File: src/rtl/conv_accumulator_pkg.sv
// conv_accumulator_pkg
//   Shared types and helpers for the convolution-lane accumulator:
//   - state_t        : accumulator FSM states
//   - acc_width()    : internal accumulator width, wide enough that a full
//                      window of operands plus bias can never overflow
//   - smax()/smin()  : two's complement limits of a given width
package conv_accumulator_pkg;

  typedef enum logic {
    ST_ACC  = 1'b0,
    ST_HOLD = 1'b1
  } state_t;

  // NUM_TERMS operands plus one bias give NUM_TERMS+1 addends, so
  // clog2(NUM_TERMS+1) guard bits are enough.
  function automatic int acc_width(input int dw, input int nt);
    return dw + $clog2(nt + 1);
  endfunction

  // Limits are returned 64 bits wide; callers narrow them to their own width.
  function automatic logic signed [63:0] smax(input int w);
    return (64'sd1 <<< (w - 1)) - 64'sd1;
  endfunction

  function automatic logic signed [63:0] smin(input int w);
    return -(64'sd1 <<< (w - 1));
  endfunction

endpackage

File: src/rtl/conv_accumulator_if.sv
// conv_accumulator_if
//   Handshake bundle between a convolution-lane accumulator and its
//   neighbours.
//   Upstream side  : in_valid/in_ready/in_data, bias, clear
//   Downstream side: out_valid/out_ready/out_data, out_ovf
//   Modports:
//   - slave  : the accumulator itself
//   - master : whatever drives operands and consumes results
interface conv_accumulator_if #(
  parameter int DATA_WIDTH = 32
);

  logic                  clear;
  logic                  in_valid;
  logic                  in_ready;
  logic [DATA_WIDTH-1:0] in_data;
  logic [DATA_WIDTH-1:0] bias;
  logic                  out_valid;
  logic                  out_ready;
  logic [DATA_WIDTH-1:0] out_data;
  logic                  out_ovf;

  modport slave (
    input  clear,
    input  in_valid,
    output in_ready,
    input  in_data,
    input  bias,
    output out_valid,
    input  out_ready,
    output out_data,
    output out_ovf
  );

  modport master (
    output clear,
    output in_valid,
    input  in_ready,
    output in_data,
    output bias,
    input  out_valid,
    output out_ready,
    input  out_data,
    input  out_ovf
  );

endinterface

File: src/rtl/conv_accumulator_sat_narrow.sv
// sat_narrow
//   Combinational narrowing of a signed IN_WIDTH value to OUT_WIDTH.
//   Ports:
//   - din  : signed wide value
//   - dout : narrowed value; clamped to the OUT_WIDTH signed range when
//            SATURATE=1, otherwise the low OUT_WIDTH bits (wrap)
//   - ovf  : din lies outside the OUT_WIDTH signed range (independent of
//            SATURATE)
module sat_narrow
  import conv_accumulator_pkg::*;
#(
  parameter int IN_WIDTH  = 10,
  parameter int OUT_WIDTH = 8,
  parameter bit SATURATE  = 1'b1
) (
  input  logic signed [IN_WIDTH-1:0]  din,
  output logic        [OUT_WIDTH-1:0] dout,
  output logic                        ovf
);

  localparam logic signed [IN_WIDTH-1:0] MAXV = IN_WIDTH'(smax(OUT_WIDTH));
  localparam logic signed [IN_WIDTH-1:0] MINV = IN_WIDTH'(smin(OUT_WIDTH));

  logic hi;
  logic lo;

  assign hi  = (din > MAXV);
  assign lo  = (din < MINV);
  assign ovf = hi | lo;

  always_comb begin
    dout = din[OUT_WIDTH-1:0];
    if (SATURATE) begin
      if (hi) begin
        dout = MAXV[OUT_WIDTH-1:0];
      end else if (lo) begin
        dout = MINV[OUT_WIDTH-1:0];
      end
    end
  end

endmodule

File: src/rtl/conv_accumulator.sv
// conv_accumulator
//   Handshaked signed accumulator for one convolution lane. Sums a window of
//   NUM_TERMS operands plus a bias (bias sampled on the window's first beat)
//   and presents one saturated or wrapped DATA_WIDTH result per window.
//   Ports:
//   - clk : rising-edge clock
//   - rst : synchronous active-high reset
//   - bus : conv_accumulator_if slave
//           in_valid/in_ready/in_data/bias : operand beats
//           out_valid/out_ready/out_data   : result, held until accepted
//           out_ovf                        : window sum left DATA_WIDTH range
//           clear                          : abort window and pending result
//
//   state   | meaning
//   --------+---------------------------------------------------------
//   ST_ACC  | collecting operands, cnt = beats accepted so far
//   ST_HOLD | result registered on out_*, waiting for out_ready
module conv_accumulator
  import conv_accumulator_pkg::*;
#(
  parameter int DATA_WIDTH = 32,
  parameter int NUM_TERMS  = 9,
  parameter bit SATURATE   = 1'b1
) (
  input  logic                clk,
  input  logic                rst,
  conv_accumulator_if.slave   bus
);

  localparam int ACC_WIDTH = acc_width(DATA_WIDTH, NUM_TERMS);
  localparam int CNT_WIDTH = (NUM_TERMS > 1) ? $clog2(NUM_TERMS) : 1;
  localparam logic [CNT_WIDTH-1:0] CNT_LAST = CNT_WIDTH'(NUM_TERMS - 1);
  localparam int EXT = ACC_WIDTH - DATA_WIDTH;

  state_t                       state;
  logic        [CNT_WIDTH-1:0]  cnt;
  logic signed [ACC_WIDTH-1:0]  acc;
  logic signed [ACC_WIDTH-1:0]  acc_base;
  logic signed [ACC_WIDTH-1:0]  acc_next;
  logic signed [ACC_WIDTH-1:0]  bias_ext;
  logic signed [ACC_WIDTH-1:0]  data_ext;
  logic        [DATA_WIDTH-1:0] narrow_data;
  logic                         narrow_ovf;
  logic                         out_valid_q;
  logic        [DATA_WIDTH-1:0] out_data_q;
  logic                         out_ovf_q;

  assign bias_ext = {{EXT{bus.bias[DATA_WIDTH-1]}}, bus.bias};
  assign data_ext = {{EXT{bus.in_data[DATA_WIDTH-1]}}, bus.in_data};

  // The first beat of a window restarts from the bias instead of the
  // previous window's sum, so acc never needs an explicit reload.
  assign acc_base = (cnt == '0) ? bias_ext : acc;
  assign acc_next = acc_base + data_ext;

  sat_narrow #(
    .IN_WIDTH  (ACC_WIDTH),
    .OUT_WIDTH (DATA_WIDTH),
    .SATURATE  (SATURATE)
  ) u_sat_narrow (
    .din  (acc_next),
    .dout (narrow_data),
    .ovf  (narrow_ovf)
  );

  // Gated by rst/clear so that a beat offered in those cycles is visibly
  // refused rather than silently dropped.
  assign bus.in_ready  = (state == ST_ACC) && !rst && !bus.clear;
  assign bus.out_valid = out_valid_q;
  assign bus.out_data  = out_data_q;
  assign bus.out_ovf   = out_ovf_q;

  always_ff @(posedge clk) begin
    if (rst) begin
      state       <= ST_ACC;
      cnt         <= '0;
      acc         <= '0;
      out_valid_q <= 1'b0;
      out_data_q  <= '0;
      out_ovf_q   <= 1'b0;
    end else if (bus.clear) begin
      // out_data is deliberately left alone.
      state       <= ST_ACC;
      cnt         <= '0;
      acc         <= '0;
      out_valid_q <= 1'b0;
      out_ovf_q   <= 1'b0;
    end else begin
      case (state)
        ST_ACC: begin
          if (bus.in_valid) begin
            acc <= acc_next;
            if (cnt == CNT_LAST) begin
              out_data_q  <= narrow_data;
              out_ovf_q   <= narrow_ovf;
              out_valid_q <= 1'b1;
              cnt         <= '0;
              state       <= ST_HOLD;
            end else begin
              cnt <= cnt + 1'b1;
            end
          end
        end
        ST_HOLD: begin
          if (bus.out_ready) begin
            out_valid_q <= 1'b0;
            state       <= ST_ACC;
          end
        end
        default: begin
          state <= ST_ACC;
        end
      endcase
    end
  end

endmodule

File: src/flat_wrapper.sv
// flat-port wrapper written by rule: the top's interface ports become plain ports
module conv_accumulator_flat import conv_accumulator_pkg::*;
#(
  parameter int DATA_WIDTH = 32,
  parameter int NUM_TERMS  = 9,
  parameter bit SATURATE   = 1'b1
)
  (clk, rst, bus_clear, bus_in_valid, bus_in_ready, bus_in_data, bus_bias, bus_out_valid, bus_out_ready, bus_out_data, bus_out_ovf);
  conv_accumulator_if #(.DATA_WIDTH(DATA_WIDTH)) bus_i ();
  input  logic clk;
  input  logic rst;
  input wire logic [$bits(bus_i.clear)-1:0] bus_clear;
  input wire logic [$bits(bus_i.in_valid)-1:0] bus_in_valid;
  output wire logic [$bits(bus_i.in_ready)-1:0] bus_in_ready;
  input wire logic [$bits(bus_i.in_data)-1:0] bus_in_data;
  input wire logic [$bits(bus_i.bias)-1:0] bus_bias;
  output wire logic [$bits(bus_i.out_valid)-1:0] bus_out_valid;
  input wire logic [$bits(bus_i.out_ready)-1:0] bus_out_ready;
  output wire logic [$bits(bus_i.out_data)-1:0] bus_out_data;
  output wire logic [$bits(bus_i.out_ovf)-1:0] bus_out_ovf;
  assign bus_i.clear = bus_clear;
  assign bus_i.in_valid = bus_in_valid;
  assign bus_in_ready = bus_i.in_ready;
  assign bus_i.in_data = bus_in_data;
  assign bus_i.bias = bus_bias;
  assign bus_out_valid = bus_i.out_valid;
  assign bus_i.out_ready = bus_out_ready;
  assign bus_out_data = bus_i.out_data;
  assign bus_out_ovf = bus_i.out_ovf;
  conv_accumulator #(.DATA_WIDTH(DATA_WIDTH), .NUM_TERMS(NUM_TERMS), .SATURATE(SATURATE)) u_core (.clk(clk), .rst(rst), .bus(bus_i));
endmodule
File: config.mk
export PLATFORM = sky130hd
export DESIGN_NAME = conv_accumulator_flat
export DESIGN_NICKNAME = d
export VERILOG_FILES = /design/src/rtl/conv_accumulator_pkg.sv /design/src/rtl/conv_accumulator_if.sv /design/src/rtl/conv_accumulator_sat_narrow.sv /design/src/rtl/conv_accumulator.sv /design/src/flat_wrapper.sv
export SDC_FILE = /design/constraint.sdc
export NUM_CORES = 1
export LEC_CHECK = 0
export CAP_MARGIN = 25
export CORE_ASPECT_RATIO = 0.75
export CORE_UTILIZATION = 53
export DETAILED_ROUTE_END_ITERATION = 10
export PLACE_DENSITY = 0.84
export SLEW_MARGIN = 20
export SYNTH_ARGS = -nofsm -noshare
export SYNTH_HDL_FRONTEND = slang
export SYNTH_SLANG_ARGS = --single-unit
File: constraint.sdc
create_clock -name clk -period 5.34 [get_ports clk]
set_input_delay 0.801 -clock clk [delete_from_list [all_inputs] [get_ports clk]]
set_output_delay 0.801 -clock clk [all_outputs]
set_load 0.05 [all_outputs]
==> flow_summary.yaml <==
place:
  placed_cell_area_sq_um: 6300
  hpwl_um: 12100
  gp_congestion: 0.950
  place_inst: 927
  port_buffers: 103
sta:
  setup_violations: 0
  post-route-period-util_pct: 92.8
  tightestPinTransition_ps: 913
  rsz0062_at_grt: "no"
  maxSlewHeadroom_pct: 39.2
  finalSetupTns_ps: 0
  finalMaxSlewViolations: 0
  post-route-min-period_ps: 4950
  max_freq_mhz: 202
  hold_violations: 0
  finClkSkew_ps: 5.95
cts:
  clk_latency_ps: 350
  path_clk_slew_ps: 70
  cts_max_level: 3
  cts.path.max_buffers: 2
  clkSinkCount: 75
  cts_setup_buffers: 0
  numCtsBuffers: 9
  cts-root-buf: "clkbuf_16"
  cts_tree: "yes"
synthesis:
  async_flop_share_pct: 0
  syn_avg_cell_area_sq_um: 7.18
  syn-cell-area_sq_um: 5210
  ys_seq_area_share_pct: 28.8
  postSynthCellCount: 725
  yosys_warnings: 0
  synth_top_area_share_pct: 28.8
  synth-seq-cells: 75
  synth_fp_nets: 832
  ys.flop_type: "dfxtp_1"
  synth-edff-count: 0
  yosys.area.top_type: "dfxtp_1"
  synth_cell_types: 55
  netlist_top_cells_area: "dfxtp_1, nand2_1, ha_1"
critical_path:
  crit_type: "register to register"
  cp.required_ps: 5540
  path_cells: "inv_1 > ha_1 > nor2b_1 > nor2b_2 > nand2_1 > nand2_1 > ha_1 > inv_1 > fa_1 > nand2b_1 > a21oi_1 > o21ai_0 > a21oi_1 > o22ai_2 > o21ai_2 > xor2_2 > or4_1 > a21oi_4 > a211oi_1"
  critPathMaxFanout: 11
  cp-start-kind: "register"
  cp_slowest_cell: "or4_1"
  critical_path.endpoint_type: "register"
  cp.arrival_ps: 5150
  r2r_slack_ps: 390
  slowest_delay_ps: 700
global_routing:
  grt_pass1_wl_um: 25900
  gr-usage-all-layers_pct: 33.0
  grt_pass1_vias: 5266
  gr-total-overflow: 0
  grt_max_degree: 48
  antenna_found_initial: 0
pwr:
  switching_share_pct: 35.3
  power_leakage_nw: 2.68
  clkPwrFrac_pct: 35.4
  max-vdd-ir-drop_uv: 173
  intPower_mw: 1.19
  p_switching_mw: 0.650
  power_frac_comb_pct: 32.6
  p_per_area_nw_per_um2: 278
  seq_power_share_pct: 32.0
  total_power_mw: 1.84
floorplan:
  dieArea_sq_um: 10200
  coreArea_sq_um: 9310
  boundaryPins: 104
  start_util_pct: 56.0
  die_h_um: 87.9
  die_w_um: 116
  rows: 30
route:
  finalWirelength_um: 16300
  dr.first_iter.drc_count: 534
  dr.pass1.iters: 6
  vias_per_cell: 5.90
  wl_per_cell_um: 17.3
  route.antenna.remaining_nets: 0
  drc: 0
  vias: 5565
finish:
  drive_above_1_share_pct: 5.64
  antenna_cells: 0
  final_cell_area_sq_um: 6620
  stdcell_count: 943
  finalNetCount: 917
  syn2layout_area_growth_pct: 27.0
run:
  maxCapViolCount: 0
outcome:
  status: "finished clean"
worst_hold_path:
  holdCritPathClass: "register to register"
final timing paths:
kind	startpoint	cells past startpoint	endpoint
worst max-delay path	u_core.cnt[0]	19	u_core.bus.out_data[8]
worst min-delay path	u_core.acc[21]	2	u_core.acc[21]
worst max register to register	u_core.cnt[0]	19	u_core.bus.out_data[8]
worst min register to register	u_core.acc[21]	2	u_core.acc[21]
Yosys cell counts (all sizes together) (2+ instances only):
library cell    n
a221oi          2
xor2           23
a21boi          3
o211ai         11
o221a           5
nor2           57
nand3           7
and2            5
a211oi         19
a21oi          93
a21o           16
o22ai           2
nand2b         11
o21a            2
nand4           8
clkbuf         32
nor3            4
nor4            3
dfxtp          75
or2             4
buf             7
xnor2          17
o21ai          45
nand2         192
inv            13
nor2b          10
o21bai          4
a31oi           4
ha             37
layer usage:
metal | part of all wire [%] | vias to the layer above | global-route usage [%] | routed length, um
li1 | - | 2669 | - | -
met1 | 46 | 2605 | 44.9 | 7440
met2 | 44 | 265 | 53.8 | 7160
met3 | 9.0 | 26 | 6.51 | 1470
met4 | 1.4 | 0 | 7.93 | 225
met5 | 0 | - | 0 | 0
stage by stage:
step | setup WS [ps] | util (%) | hold slack [ps]
CTS | 236 | 71.0 | 464
global route | 99.1 | 71.1 | 485
floorplan | 972 | - | 437
finish | 387 | 71.1 | 462
detailed placement | 270 | 67.6 | 448
global placement | 570 | 67.6 | 443
critical path: cells and delay by family (launching register included):
| family | cells | cell delay, ps |
|---|---|---|
| adder cells (fa/ha/maj) | 3 | 720 |
| AO/OA/AOI/OAI | 7 | 1660 |
| buffers and inverters | 2 | 140 |
| flip-flops | 1 | 350 |
| XOR/XNOR | 1 | 140 |
| AND/OR/NAND/NOR | 6 | 1780 |
state kept, by name, summed over array words and instances (netlist names):
register              flops
u_core.bus.out_valid      1
u_core.bus.out_data      32
u_core.cnt                4
u_core.state              1
u_core.bus.out_ovf        1
u_core.acc               36
power by group through the flow:
stage / combinational (mW) / sequential (mW) / clock, mW
6_report: 0.601 / 0.588 / 0.651
2_1_floorplan: 0.411 / 0.596 / 0
3_3_place_gp: 0.569 / 0.599 / 0
4_1_cts: 0.584 / 0.588 / 0.648
3_5_place_dp: 0.578 / 0.600 / 0
5_1_grt: 0.656 / 0.589 / 0.670
area by class of cell:
cell class,instances,area (sq um)
timing repair buffer,113,1120
sequential,75,1500
fill,801,2690
clock inverter,6,71.3
tap,128,160
clock buffer,10,239
multi-input combinational,598,3480
inverter,13,48.8
repair_timing:
item	4_1_cts	5_1_grt
gates resized for setup	0	2
endpoints found under the setup margin	0	11
hold buffers	0	0
placed cells by master, fill, tap and decap left out, types with 10 or more instances in the layout:
cell and instances:
dfxtp_1 75, a21o_1 16, inv_1 13, clkdlybuf4s50_1 103, o21ai_0 42, xnor2_1 17
a211oi_1 19, nand2_1 192, xor2_1 21, o211ai_1 11, nand2b_1 10, nor2_1 56
a21oi_1 92, ha_1 37
logic make-up after synthesis:
| logic type | Yosys count | share of synthesized area (%) |
|---|---|---|
| simple gates | 304 | 24.4 |
| buf+inv | 52 | 4.71 |
| compound gates | 216 | 25.8 |
| fa+ha+maj | 38 | 9.27 |
| flops | 75 | 28.8 |
| xor+xnor | 40 | 7.01 |
Power figures use the tool's default switching activity.
==> variant, RTL diff (same settings) <==
`SATURATE` is set to 1'b1 in 3 places; all go to 1'b0.
--- a/src/rtl/conv_accumulator_sat_narrow.sv
+++ b/src/rtl/conv_accumulator_sat_narrow.sv
@@ -12,5 +12,5 @@
   parameter int IN_WIDTH  = 10,
   parameter int OUT_WIDTH = 8,
-  parameter bit SATURATE  = 1'b1
+  parameter bit SATURATE  = 1'b0
 ) (
   input  logic signed [IN_WIDTH-1:0]  din,
--- a/src/rtl/conv_accumulator.sv
+++ b/src/rtl/conv_accumulator.sv
@@ -21,5 +21,5 @@
   parameter int DATA_WIDTH = 32,
   parameter int NUM_TERMS  = 9,
-  parameter bit SATURATE   = 1'b1
+  parameter bit SATURATE   = 1'b0
 ) (
   input  logic                clk,
--- a/src/flat_wrapper.sv
+++ b/src/flat_wrapper.sv
@@ -4,5 +4,5 @@
   parameter int DATA_WIDTH = 32,
   parameter int NUM_TERMS  = 9,
-  parameter bit SATURATE   = 1'b1
+  parameter bit SATURATE   = 1'b0
 )
   (clk, rst, bus_clear, bus_in_valid, bus_in_ready, bus_in_data, bus_bias, bus_out_valid, bus_out_ready, bus_out_data, bus_out_ovf);
Formal check against the unedited RTL: not equivalent (a bounded check fails within 10 cycles, from zero or initial values and one cycle with rst high).
==> variant against the original RTL <==
  * Setup slack better by 190 ps
  * Combinational power down 18%
  * Total power down 4.0%
  * Design area down 3.4%
  * Routed wire length down 11%
  * Sequential cell count unchanged
  * Clock skew up 3.4 ps
  * Area after synthesis down 5.4%
  * Sequential share of layout area up 0.80 points
  * Clock power up 5.2%
  * Synthesized cell count down 3.9%
  * Fmax up 4.1%
  * Highest routed layer unchanged
==> variant: results (changes against the original RTL) <==
* XOR/XNOR share of the synthesized area at 5.815% (-1.2 points)
* Synth unique cells at 54 (-1.8%)
* LEAKAGE at 2.616 nW (-2.5%)
* Multi-In Gates at 579 (-3.2%)
* Placed Cells at 902 (-2.7%)
* Layout clock buffers at 12 (+2)
* Outcome: completed
* Max IR drop VDD at 0.2014 mV (+17%)
* Worst Tran Pin Value at 971.0 ps (+58.40 ps)
* Clock skew at 9.360 ps (+3.407 ps)
* Register-to-Register Path Depth at 17 (-2)
* Detailed router's first-iteration violation count at 422 (-21%)
* Clk cell area share at 5.247% (+0.56 points)
* WL final at 14.46 mm (-11%)
* Slowest CP cell: nor3b_2
* Tot GR Track Use at 30.91% (-2.1 points)
* Max Fclk at 210.1 MHz (+4.1%)
* Vias in the first global route at 4972 (-5.6%)
* Finished Layout Cells at 917 (-2.8%)
* CP max stage delay at 800 ps (+100 ps)
* Hold_ws at 452.2 ps (-10.13 ps)
* Worst R2R End: u_core.bus.out_ovf
* Logic inverters at 10 (-3)
* Synth top cells by count: nand2_1, a21oi_1, dfxtp_1, ha_1, nor2_1
* Vias at 5216 (-6.3%)
* Worst-path fanout max at 18 (+7)
* Count of plain and timing-repair buffers at 110 (-2.7%)
* Post-Synth Adder-Cell Area at 9.802% (+0.53 points)
* DP HPWL at 10.25 mm (-15%)
* Layout fillers at 721 (-10%)
* Placed cell area at 6056 um^2 (-3.8%)
* Post-synthesis cell count at 697 (-3.9%)
* GPL Wtd Cong at 0.9668 (+1.8%)
* Non-clk buf share at 16.95% (+0.048 points)
* Compound-Gate Fraction of Synth Area at 23.13% (-2.7 points)
* NumNets Final at 892 (-2.7%)
* Worst hold endpoint: u_core.bus.out_data[22]
* R2r setup slk at 580 ps (+190 ps)
* Arrival @ worst endpoint at 4990 ps (-160 ps)
* Area occupied by multi-input gates at 3273 um^2 (-5.9%)
* Pre-CTS WS at 634.4 ps (+364.7 ps)
* Largest delay share family, worst path: compound AO/OA/AOI/OAI gates
* Ranking of synthesized cells by area: dfxtp_1, nand2_1, a21oi_1, ha_1, xnor2_1
==> variant: cell count changes after synthesis, sizes merged, moves of 8 or more <==
cell | before | now
o211ai | 11 | 3
a21oi | 93 | 102
xor2 | 23 | 12
nand2 | 192 | 238
o21ai | 45 | 23
nand2b | 11 | 3
a211oi | 19 | 9
nor2 | 57 | 34
==> variant: routing by layer <==
layer / part of all wire (%) / GRT usage (%) / wire length, um
met5: 0 / 0 / 0
met4: 1.4 / 8.493 / 201
met3: 8.6 / 5.583 / 1240
met2: 44 / 48.63 / 6335
met1: 46 / 43.59 / 6677
==> variant: power by group through the flow <==
stage / logic [mW] / registers [mW] / clock network (mW)
after floorplan: 0.337 / 0.596 / 0
after global placement: 0.461 / 0.598 / 0
after detailed placement: 0.476 / 0.598 / 0
after CTS: 0.483 / 0.587 / 0.690
after global routing: 0.541 / 0.589 / 0.713
final: 0.494 / 0.587 / 0.685
